`src/rtl/ps2_rx_fifo.sv`:
```
`default_nettype none
// ============================================================================
// Module   : ps2_rx_fifo
// Purpose  : PS/2 device-to-host receiver. It oversamples the bus, deframes
//            11-bit frames and queues valid bytes in a small FIFO.
// Revision : 1.0 - initial release
// ============================================================================
module ps2_rx_fifo #(
    parameter int          DEPTH_LOG2 = 3,
    parameter logic [15:0] TIMEOUT    = 16'd50000
) (
    input  logic       clock,
    input  logic       reset,
    input  logic       ps2_clk,
    input  logic       ps2_data,
    input  logic       nextdata_n,
    output logic [7:0] scan_code,
    output logic       ready,
    output logic       overflow,
    output logic       frame_err
);

    localparam int               DEPTH      = 1 << DEPTH_LOG2;
    localparam logic [DEPTH_LOG2:0] COUNT_FULL = (DEPTH_LOG2+1)'(DEPTH);

    logic clk_s1, clk_s2, clk_hist;
    logic data_s1, data_s2;
    logic fall;

    logic [3:0]  bit_cnt;
    logic [7:0]  shreg;
    logic        parity;
    logic [15:0] tcnt;
    logic        push;

    logic [7:0]            mem [DEPTH];
    logic [DEPTH_LOG2:0]   wptr, rptr, count;
    logic                  full, pop, do_write;

    // Synchronisers idle high so reset never manufactures a falling edge.
    always_ff @(posedge clock) begin
        if (reset) begin
            clk_s1   <= 1'b1;
            clk_s2   <= 1'b1;
            clk_hist <= 1'b1;
            data_s1  <= 1'b1;
            data_s2  <= 1'b1;
        end else begin
            clk_s1   <= ps2_clk;
            clk_s2   <= clk_s1;
            clk_hist <= clk_s2;
            data_s1  <= ps2_data;
            data_s2  <= data_s1;
        end
    end

    assign fall = clk_hist & ~clk_s2;

    // Stop bit must be 1 and the nine data+parity bits must have odd weight.
    assign push = fall && (bit_cnt == 4'd10) && data_s2 && ((^shreg) ^ parity);

    always_ff @(posedge clock) begin
        if (reset) begin
            bit_cnt   <= 4'd0;
            shreg     <= 8'd0;
            parity    <= 1'b0;
            tcnt      <= 16'd0;
            frame_err <= 1'b0;
        end else begin
            frame_err <= 1'b0;
            if (fall) begin
                tcnt <= 16'd0;
                case (bit_cnt)
                    4'd0: begin
                        if (!data_s2)
                            bit_cnt <= 4'd1;
                    end
                    4'd1, 4'd2, 4'd3, 4'd4, 4'd5, 4'd6, 4'd7, 4'd8: begin
                        shreg   <= {data_s2, shreg[7:1]};
                        bit_cnt <= bit_cnt + 4'd1;
                    end
                    4'd9: begin
                        parity  <= data_s2;
                        bit_cnt <= 4'd10;
                    end
                    4'd10: begin
                        bit_cnt <= 4'd0;
                        if (!push)
                            frame_err <= 1'b1;
                    end
                    default: bit_cnt <= 4'd0;
                endcase
            end else if (bit_cnt == 4'd0) begin
                tcnt <= 16'd0;
            end else if (tcnt == TIMEOUT - 16'd1) begin
                bit_cnt   <= 4'd0;
                tcnt      <= 16'd0;
                frame_err <= 1'b1;
            end else begin
                tcnt <= tcnt + 16'd1;
            end
        end
    end

    assign count     = wptr - rptr;
    assign ready     = (count != '0);
    assign full      = (count == COUNT_FULL);
    assign pop       = ~nextdata_n & ready;
    // A simultaneous pop frees the slot the push needs, so full+pop still writes.
    assign do_write  = push & (~full | pop);
    assign scan_code = mem[rptr[DEPTH_LOG2-1:0]];

    always_ff @(posedge clock) begin
        if (reset) begin
            wptr     <= '0;
            rptr     <= '0;
            overflow <= 1'b0;
        end else begin
            if (do_write)
                wptr <= wptr + 1'b1;
            if (pop) begin
                rptr     <= rptr + 1'b1;
                overflow <= 1'b0;
            end else if (push && full) begin
                overflow <= 1'b1;
            end
        end
    end

    always_ff @(posedge clock) begin
        if (do_write)
            mem[wptr[DEPTH_LOG2-1:0]] <= shreg;
    end

endmodule
`default_nettype wire

```
`config.mk`:
```
export PLATFORM = sky130hd
export DESIGN_NAME = ps2_rx_fifo
export DESIGN_NICKNAME = d
export VERILOG_FILES = /design/src/rtl/ps2_rx_fifo.sv
export SDC_FILE = /design/constraint.sdc
export NUM_CORES = 1
export LEC_CHECK = 0
export ABC_AREA = 0
export BUFFER_PORTS_ARGS = -buffer_cell sky130_fd_sc_hd__buf_2
export CAP_MARGIN = 40
export CELL_PAD_IN_SITES_DETAIL_PLACEMENT = 1
export CELL_PAD_IN_SITES_GLOBAL_PLACEMENT = 1
export CORE_ASPECT_RATIO = 2
export CORE_MARGIN = 2
export CORE_UTILIZATION = 55
export DETAILED_ROUTE_END_ITERATION = 16
export HOLD_SLACK_MARGIN = 0.05
export PLACE_DENSITY = 0.93
export SKIP_LAST_GASP = 1
export SLEW_MARGIN = 30
export SYNTH_ARGS = -nofsm -noshare
export SYNTH_HDL_FRONTEND = slang
export SYNTH_SLANG_ARGS = --single-unit
export TNS_END_PERCENT = 5
```
`constraint.sdc`:
```
create_clock -name clock -period 6.6 [get_ports clock]
set_input_delay 0.33 -clock clock [delete_from_list [all_inputs] [get_ports clock]]
set_output_delay 0.33 -clock clock [all_outputs]
set_load 0.02 [all_outputs]
```
After elaboration in Yosys (flattened, before gate mapping)
Memory sizes are Yosys's and may differ from the RTL's. A register that Yosys moved wholly into a read port is not among the register bits.
Cells that the tools add are included.
{"block": "totals", "reg_bits": 44, "latchBits": 0, "ram_bits": 64, "romBits": 0, "output_inout_bits": 11, "elab_cells": 69, "memories": 1}
{"block": "classes", "n_addsub": 5, "mul": 0, "div": 0, "order_cmp": 0, "n_eq_ne": 14, "n_shift": 0, "mux": 14, "bitwise_logic": 8, "n_reduce_logical": 14}
{"name": "mem", "depth": 8, "word_bits": 8, "rd": 1, "rd_clocked_by_memory_dff": 1, "write_ports": 1, "line_no": "36", "rtl": "logic [7:0] mem [DEPTH];"}
{"cell": "16-bit by 1-bit adder with 16-bit output, second input constant", "count": 1}
{"cell": "16-bit == test, second input constant", "count": 1}
{"cell": "4-bit by 3-bit == test with 1-bit output, second input constant", "count": 4}
{"cell": "4-bit == test, second input constant", "count": 4}
{"cell": "4-bit two-way mux", "count": 4}
{"cell": "4-bit by 1-bit adder with 4-bit output, second input constant", "count": 3}
{"cell": "4-bit case mux with 3 select lines", "count": 1}
{"cell": "4-bit by 2-bit == test with 1-bit output, second input constant", "count": 2}
{"cell": "8-bit OR reduction", "count": 1}
{"cell": "8-bit parity", "count": 1}
{"cell": "1-bit two-way mux", "count": 7}
{"cell": "3-bit two-way mux", "count": 2}
{"cell": "4-bit by 1-bit == test with 1-bit output, second input constant", "count": 1}
{"cell": "1-bit logical AND", "count": 4}
{"cell": "4-bit logical NOT", "count": 1}
{"cell": "2-bit inequality test, second input constant", "count": 2}
{"cell": "2-bit AND reduction", "count": 2}
{"cell": "4-bit nonzero test", "count": 1}
{"cell": "4-bit OR reduction", "count": 1}
{"cell": "4-bit subtractor", "count": 1}
{"cell": "1-bit AND", "count": 3}
{"cell": "1-bit inverter", "count": 3}
{"cell": "3-bit AND reduction", "count": 1}
{"cell": "2-bit nonzero test", "count": 1}
{"cell": "3 further kinds", "count": 3}

Logic depth before layout (Yosys ltp)
Gate-level depths: netlist of run 1.
{"block": "depth", "depth_word": 8, "mapped_depth": 9, "ltp_nobuf": 8}

Least setup slack after synthesis of run 1
Ideal clock, no wire load.
{"block": "synth_path", "path_type": "reg2reg", "from": "register shreg[7]", "to": "memory mem[0][0] (enable)", "setup_ns": 0.395, "arrival_time_ns": 2.421, "slack_ns": 3.785, "stages_incl_launch_ff": 6, "path_buffers": 0, "synth_period_minus_slack_ns": 2.815, "path_cell_list": "dfxtp_1 -> xnor3_1 -> or4_4 -> mux2i_4 -> o31ai_4 -> nor4_1"}
{"block": "synth_via", "elab_chain_len": 6}
{"item": "start, declared", "line_no": "31", "rtl": "logic [7:0] shreg;"}
{"item": "start signal, assigned", "line_no": "79", "rtl": "shreg <= {data_s2, shreg[7:1]};"}
{"item": "8-bit parity", "line_no": "60", "rtl": "assign push = fall && (bit_cnt == 4'd10) && data_s2 && ((^shreg) ^ parity);"}
{"item": "1-bit bitwise XOR", "line_no": "60"}
{"item": "1-bit logical AND", "line_no": "60"}
{"item": "1-bit AND", "line_no": "110", "rtl": "assign do_write = push & (~full | pop);"}
{"item": "1-bit two-way mux", "line_no": "131", "rtl": "if (do_write)"}
{"item": "1-bit two-way mux (not written as such)", "line_no": "132", "rtl": "mem[wptr[DEPTH_LOG2-1:0]] <= shreg;"}
{"item": "end, declared", "line_no": "36"}
Every way passes these cells.

Worst setup path in the final report of run 1
{"block": "layout_path", "from": "register bit_cnt[2]", "to": "memory mem[6][2] (enable)"}
{"block": "layout_via", "elab_chain_len": 7}
{"item": "start, declared", "line_no": "30", "rtl": "logic [3:0] bit_cnt;"}
{"item": "start signal, assigned", "line_no": "80", "rtl": "bit_cnt <= bit_cnt + 4'd1;"}
{"item": "4-bit == test", "line_no": "60"}
{"item": "1-bit logical AND (3 in a row)", "line_no": "60"}
{"item": "1-bit AND", "line_no": "110"}
{"item": "1-bit two-way mux", "line_no": "131"}
{"item": "1-bit two-way mux (not written as such)", "line_no": "132"}
Every way passes these cells.

==> results of run 1 <==
## registers in the layout, indices dropped and copies added, names as in the netlist, named ones only
name / cells
data_s1: 1
parity: 1
bit_cnt: 4
data_s2: 1
overflow: 1
clk_s1: 1
clk_s2: 1
frame_err: 1
wptr: 4
mem: 64
rptr: 4
clk_hist: 1
shreg: 8
tcnt: 16
## area by class of cell
class	instances	area, µm²	area share
clock buffer	11	243	0.0474
clock inverter	5	41.3	0.00806
inverter	13	48.8	0.00953
multi-input combinational	208	1700	0.332
sequential	111	2860	0.559
tap	98	123	0.0239
timing repair buffer	19	101	0.0198
## cells in the final DEF (no fill, tap or decap), types with 3 or more instances in the layout
cell and n:
inv_6 3, and3_1 7, buf_2 15, mux4_2 16
a21oi_1 10, xor2_1 9, nor2_1 38, mux2_2 8
nand4_1 4, mux2i_1 9, nor4_1 3, or2_2 5
nand3_1 9, clkbuf_16 9, ha_1 10, o21ai_0 9
a31oi_1 4, nor3_1 5, inv_1 13, edfxtp_1 64
xnor2_1 11, nand2_1 16, or3_1 5, dfxtp_1 46
## worst max-delay path, delay by kind of cell (launching register included)
| kind | cells | cell delay (ns) |
|---|---|---|
| and+or+nand+nor | 3 | 1.64 |
| DFF | 1 | 0.39 |
| muxes | 1 | 0.30 |
| AOI/OAI and AO/OA | 1 | 0.26 |
| buffers and inverters | 1 | 0.19 |
## metal layers
| layer | wire length [µm] | up-vias | track usage |
|---|---|---|---|
| met3 | 289 | 29 | 0.0481 |
| met1 | 3880 | 1463 | 0.262 |
| met4 | 316 | 0 | 0.113 |
| met2 | 6390 | 66 | 0.485 |
| met5 | 0 | - | 0 |
| li1 | - | 1308 | - |
## how the worst max path moves through the flow
stage / cells after the start / start / to / slack, ns
3_3_place_gp: 5 / shreg[7]$_SDFFE_PP0P_ / mem[6][6]$_DFFE_PP_ / 3.53
6_report: 6 / bit_cnt[2]$_SDFFE_PP0P_ / mem[6][2]$_DFFE_PP_ / 3.45
3_5_place_dp: 7 / wptr[0]$_SDFFE_PP0P_ / mem[5][4]$_DFFE_PP_ / 3.52
4_1_cts: 7 / wptr[0]$_SDFFE_PP0P_ / mem[5][3]$_DFFE_PP_ / 3.41
2_1_floorplan: 5 / shreg[7]$_SDFFE_PP0P_ / mem[0][0]$_DFFE_PP_ / 3.78
5_1_grt: 6 / bit_cnt[2]$_SDFFE_PP0P_ / mem[6][5]$_DFFE_PP_ / 3.27
## synth_stat cells (7+ instances only)
master	count
mux4_2	16
nand3_1	9
xor2_1	9
inv_1	13
and3_1	7
mux2i_1	9
nor3_1	7
dfxtp_1	47
o21ai_0	9
ha_1	10
xnor2_1	11
a21oi_1	10
nor2_1	38
edfxtp_1	64
nand2_1	16
mux2_2	8
## power by group through the flow
| stage | Clock, µW | Sequential, µW | Combinational, µW |
|---|---|---|---|
| CTS | 523 | 761 | 166 |
| finish | 518 | 759 | 164 |
| floorplan | 0 | 750 | 141 |
| global placement | 0 | 774 | 152 |
| global route | 552 | 763 | 176 |
| detailed placement | 0 | 776 | 162 |
## cells by family after synthesis
logic type | count (synthesis) | synth area share
XOR/XNOR | 22 | 0.0476
multiplexers | 34 | 0.121
AO/OA/AOI/OAI | 34 | 0.0481
AND/OR/NAND/NOR | 108 | 0.118
adder cells (fa/ha/maj) | 10 | 0.0269
flip-flops | 111 | 0.615
buffers and inverters | 24 | 0.0234
## per-stage QoR
stage          setup slack [ns]  hold WS, ns  utilization  std cells  power (µW)
2_1_floorplan              3.78        0.389            -        343         892
3_3_place_gp               3.53        0.394        0.584        447         926
3_5_place_dp               3.52        0.398        0.586        447         938
4_1_cts                    3.41        0.149        0.621        463        1450
5_1_grt                    3.27        0.156        0.622        465        1490
6_report                   3.45        0.156        0.622        465        1440
==> impl_results.md, run 1 <==
* Detail Route Antenna Nets at 0
* Syn avg cell area at 13.6 µm²
* Synth top area cells: edfxtp_1 (41%), dfxtp_1 (20%), mux4_2 (7.7%)
* Register area share after synthesis at 0.615
* # diodes at 0
* Slowest stage cell, crit path: nor4bb_1
* Slew @ Worst Pin at 0.819 ns
* Status: completed
* Arrival @ worst endpoint at 3.13 ns
* Initial antenna violation count at 0
* CP cell instances: nor4bb_1, nand4_1, mux2i_4, o311ai_0, clkbuf_1, nor3b_2
* PortBufs at 15
* Fmax at 318 MHz
* Detailed router's first-iteration violation count at 251
* CP Max Fanout at 9
* Cts hold-fix bufs at 0
* DR DRC count at 0
* CTS sink count at 111
* Clock buffer depth at 2
* Critical Path Max Stage Delay at 0.73 ns
* Largest net degree at the start of global routing at 32
* Largest area contributor in the netlist: edfxtp_1
* Final hold viol count at 0
* WHS Endpoint: clk_s1$_SDFF_PP1_
* Placed cell area at 4830 µm²
* Final Skew at 0.00920 ns
* Core Area at 8230 µm²
* Mapped Cells at 343
* Standard-cell row count at 47
* First-pass GRT wire length at 17600 µm
* CTS Buf Count at 9
* RSZ-0062 raised after global routing: no
* Post-cts resize count at 0
* Aggregate global-route resource usage at 0.254
* Worst Setup Start Kind: flop
* Clk_lat worst skew at 0.36 ns
* EDFF count, synth at 64
* Root Buffer Master: clkbuf_16
* Sw power at 359 µW
* Comb pwr share at 0.114
* CTS tree: done
* Synth Flop Type: edfxtp_1
* Reg2reg start: bit_cnt[2]$_SDFFE_PP0P_
* Placer Congestion at 0.823
* R2r setup slk at 3.45 ns
* Die height at 134 µm
* Total negative slack at 0 ns
* Max Slew Vio Count at 0
* Worst Reg-to-Reg Cells at 6
* Flop pwr share at 0.527
* Routed Wire Length at 10900 µm
* Starting Density at 0.566
* VDD IR-drop max at 0.197 mV
* Switching Share at 0.249
* Synth async-reset ratio at 0
* Critical path class: flop to flop
* CP required at 6.58 ns
* Clk slew on worst S/H paths at 0.07 ns
* Io pins at 16
* Mapped Nets at 358
* Relative slew slack at 0.453
* Area delta synth->final at 9.97%
* Clk pwr share at 0.359
* CTS H-tree lvls at 3
* Vias at 2866
* Vias/cell at 6.16
* Width of the die at 69.1 µm
* Crit path time final at 3.15 ns
* HPWL after detailed placement at 7560 µm
* Vias in the first global route at 3189
* Setup Fix Bufs, Post-CTS at 0
* Fin area at 5120 µm²
* DR pass1 iterations at 5
* Hold depth at 2
* DR WL/cell at 23.4 µm
* Netlist cell types at 50
* Max-cap violations at 0
* DIE AREA at 9260 µm²
* Leakage power at 0.00181 µW
* Internal power at 1080 µW
* Hold WC Path Type: primary input to flop
* Yosys reg bits at 111
* Period utilization at 0.477
* Share of layout cells above drive strength 1 at 0.202
* Fin nets at 377
* CP endpoint kind: flop
* Final setup violation count at 0
* Power density cells at 281 nW/µm²
* Grt ovf at 0
* Worst reg2reg endpoint: mem[6][2]$_DFFE_PP_
* Hold Startpoint: ps2_clk
* Syn. warnings at 0
* Synth Cell Area at 4660 µm²
* Fill cells at 803
* Synth top area share at 0.413
No activity file was read; power rests on OpenSTA's default activity.
==> inputs of run 2 (changes only) <==
--- a/config.mk
+++ b/config.mk
@@ -12,10 +12,10 @@
 export CELL_PAD_IN_SITES_GLOBAL_PLACEMENT = 1
 export CORE_ASPECT_RATIO = 2
 export CORE_MARGIN = 2
-export CORE_UTILIZATION = 55
+export CORE_UTILIZATION = 51
 export DETAILED_ROUTE_END_ITERATION = 16
 export HOLD_SLACK_MARGIN = 0.05
-export PLACE_DENSITY = 0.93
+export PLACE_DENSITY = 0.87
 export SKIP_LAST_GASP = 1
 export SLEW_MARGIN = 30
 export SYNTH_ARGS = -nofsm -noshare
==> constraint.sdc (replaced) <==
create_clock -name clock -period 3.1 [get_ports clock]
set_input_delay 0.155 -clock clock [delete_from_list [all_inputs] [get_ports clock]]
set_output_delay 0.155 -clock clock [all_outputs]
set_load 0.02 [all_outputs]
==> run 2 against run 1 <==
Clock power grew 110%; wire length decreased by 2.5%; critical path type unchanged; sequential cell count is the same; first-iteration DRC count decreased by 47%; combinational power increased by 130%; sequential share of layout area is 1.6 points lower; maximum frequency up 6.9%; global-route usage decreased by 3.1 points.
==> impl_results.md, run 2 (same netlist as run 1, synthesis figures left out) <==
* DIE AREA at 9960 µm² (+7.5%)
* Root Buffer Master: clkbuf_16
* CP endpoint kind: flop
* Fin nets at 396 (+5.0%)
* Leakage power at 0.00192 µW (+5.9%)
* First-pass GRT wire length at 16400 µm (-7.1%)
* Final Skew at 0.00777 ns (-0.00143 ns)
* Max Slew Vio Count at 0 (unchanged)
* Core Area at 8950 µm² (+8.7%)
* # diodes at 0 (unchanged)
* Fmax at 340 MHz (+6.9%)
* Max FFs per register at 64 (unchanged)
* Starting Density at 0.520 (-0.0454)
* Core Util, Final at 0.589 (-0.0329)
* Die height at 139 µm (+3.7%)
* DR WL/cell at 21.7 µm (-7.1%)
* Clk slew on worst S/H paths at 0.07 ns (about the same)
* Most frequent cells in the layout: edfxtp_1 (64), dfxtp_1 (47), nor2_1 (38)
* Grt ovf at 0 (unchanged)
* Vias/cell at 5.93 (-3.7%)
* DR pass1 iterations at 4 (-1)
* Final hold viol count at 0 (unchanged)
* Routed Wire Length at 10600 µm (-2.5%)
* Vias at 2896 (+1.0%)
* PortBufs at 15 (unchanged)
* Aggregate global-route resource usage at 0.223 (-0.0308)
* Detailed router's first-iteration violation count at 133 (-47%)
* CP Max Fanout at 8 (-1)
* HPWL after detailed placement at 7580 µm (+0.26%)
* Commonest non-fill, non-tap cell in the layout: edfxtp_1
* DR DRC count at 0 (unchanged)
* Setup ws final at 0.159 ns (-3.30 ns)
* Max-cap violations at 0 (unchanged)
* Clk pwr share at 0.360 (about the same)
* Sw power at 769 µW (+110%)
* Vias in the first global route at 3202 (+0.41%)
* Placer Congestion at 0.814 (-1.1%)
* Status: completed
* VDD IR-drop max at 0.380 mV (+93%)
* CTS sink count at 111 (unchanged)
* Flop pwr share at 0.518 (-0.009)
* PnR Total Power at 3060 µW (+110%)
* CTS H-tree lvls at 3 (unchanged)
* Comb pwr share at 0.123 (+0.009)
* Initial antenna violation count at 0 (unchanged)
* Switching Share at 0.251 (+0.00212)
* Width of the die at 71.6 µm (+3.6%)
* Final setup violation count at 0 (unchanged)
* Period utilization at 0.949 (+0.472)
* Dpl ws at -0.0527 ns (-3.57 ns)
* Standard-cell row count at 49 (+4.3%)
* Detail Route Antenna Nets at 0 (unchanged)
* Arrival @ worst endpoint at 3.00 ns (-0.13 ns)
* Critical path class: flop to flop
* CTS tree: done
* Largest net degree at the start of global routing at 32 (unchanged)
* Worst Setup Start Kind: flop
* Io pins at 16 (unchanged)
* CP required at 3.16 ns (-3.42 ns)
* Clk_lat worst skew at 0.36 ns (about the same)
* Power density cells at 580 nW/µm² (+110%)
* RSZ-0062 raised after global routing: no
* Hold WC Path Type: primary input to flop
* Area delta synth->final at 13.2%
* Slew @ Worst Pin at 0.757 ns (-0.0618 ns)
* Share of layout cells above drive strength 1 at 0.238 (+0.0367)
* Clock buffer depth at 2 (unchanged)
* Internal power at 2290 µW (+110%)
* Crit path time final at 2.94 ns (-0.204 ns)
* Relative slew slack at 0.492 (+0.0392)
* CTS Buf Count at 9 (unchanged)
[run 2: cell types whose count changed in the layout (fill, tap and decap cells not counted), sizes merged]
cell         change
clkinv           +3
buf             +19
clkbuf           -4
dlygate4sd3      +2
clkinvlp         -1
[run 2: layer usage]
| metal | track usage | wire length [µm] | part of all wire |
|---|---|---|---|
| met5 | 0 | 0 | 0 |
| met4 | 0.120 | 427 | 0.040 |
| met3 | 0.0458 | 237 | 0.022 |
| met2 | 0.423 | 6260 | 0.59 |
| met1 | 0.211 | 3680 | 0.35 |
[run 2: path summary, 6_finish.rpt]
path              slack (ns)                 start                    to  cells past startpoint
setup / recovery        0.16  wptr[0]$_SDFFE_PP0P_   mem[5][5]$_DFFE_PP_                      7
hold / removal          0.23            nextdata_n  rptr[2]$_SDFFE_PP0N_                      4
setup reg to reg        0.16  wptr[0]$_SDFFE_PP0P_   mem[5][5]$_DFFE_PP_                      7
hold reg to reg         0.42    data_s1$_SDFF_PP1_    data_s2$_SDFF_PP1_                      1
[run 2: per-stage QoR]
step	hold WS, ns	TNS [ns]	cells	area (µm²)
6_report	0.229	0	488	5270
5_1_grt	0.257	0	488	5270
4_1_cts	0.214	0	485	5250
3_5_place_dp	0.341	-1.20	467	4950
3_3_place_gp	0.339	0	467	4930
2_1_floorplan	0.259	0	343	4660
[run 2: power by group through the flow]
stage	sequential [µW]	clock [µW]	combinational, µW
4_1_cts	1580	1120	379
2_1_floorplan	1600	0	301
3_5_place_dp	1620	0	374
5_1_grt	1590	1160	407
6_report	1580	1100	375
3_3_place_gp	1620	0	357
[run 2: final cells by class]
cell class	instances	area, µm²
inverters	13	48.8
fillers	887	3680
clock buffers	9	225
multi-input cells	208	1700
flip-flops and latches	111	2860
clock inverters	7	56.3
repair buffers	38	253
well taps	102	128
[run 2: critical path, stage by stage (launching register included)]
cell	delay (ns)
dfxtp_1	0.50
inv_1	0.17
ha_1	0.26
nor2b_1	0.16
xnor2_1	0.14
or3b_2	0.52
o311ai_1	0.61
nor3_2	0.27
[run 2: repair_timing]
action	CTS	global route
setup buffers	0	2
hold endpoints to repair	2	0
endpoints found under the setup margin	24	10
hold buffers	2	0
cloned	0	0
pin swaps	0	1
resized for setup	1	0
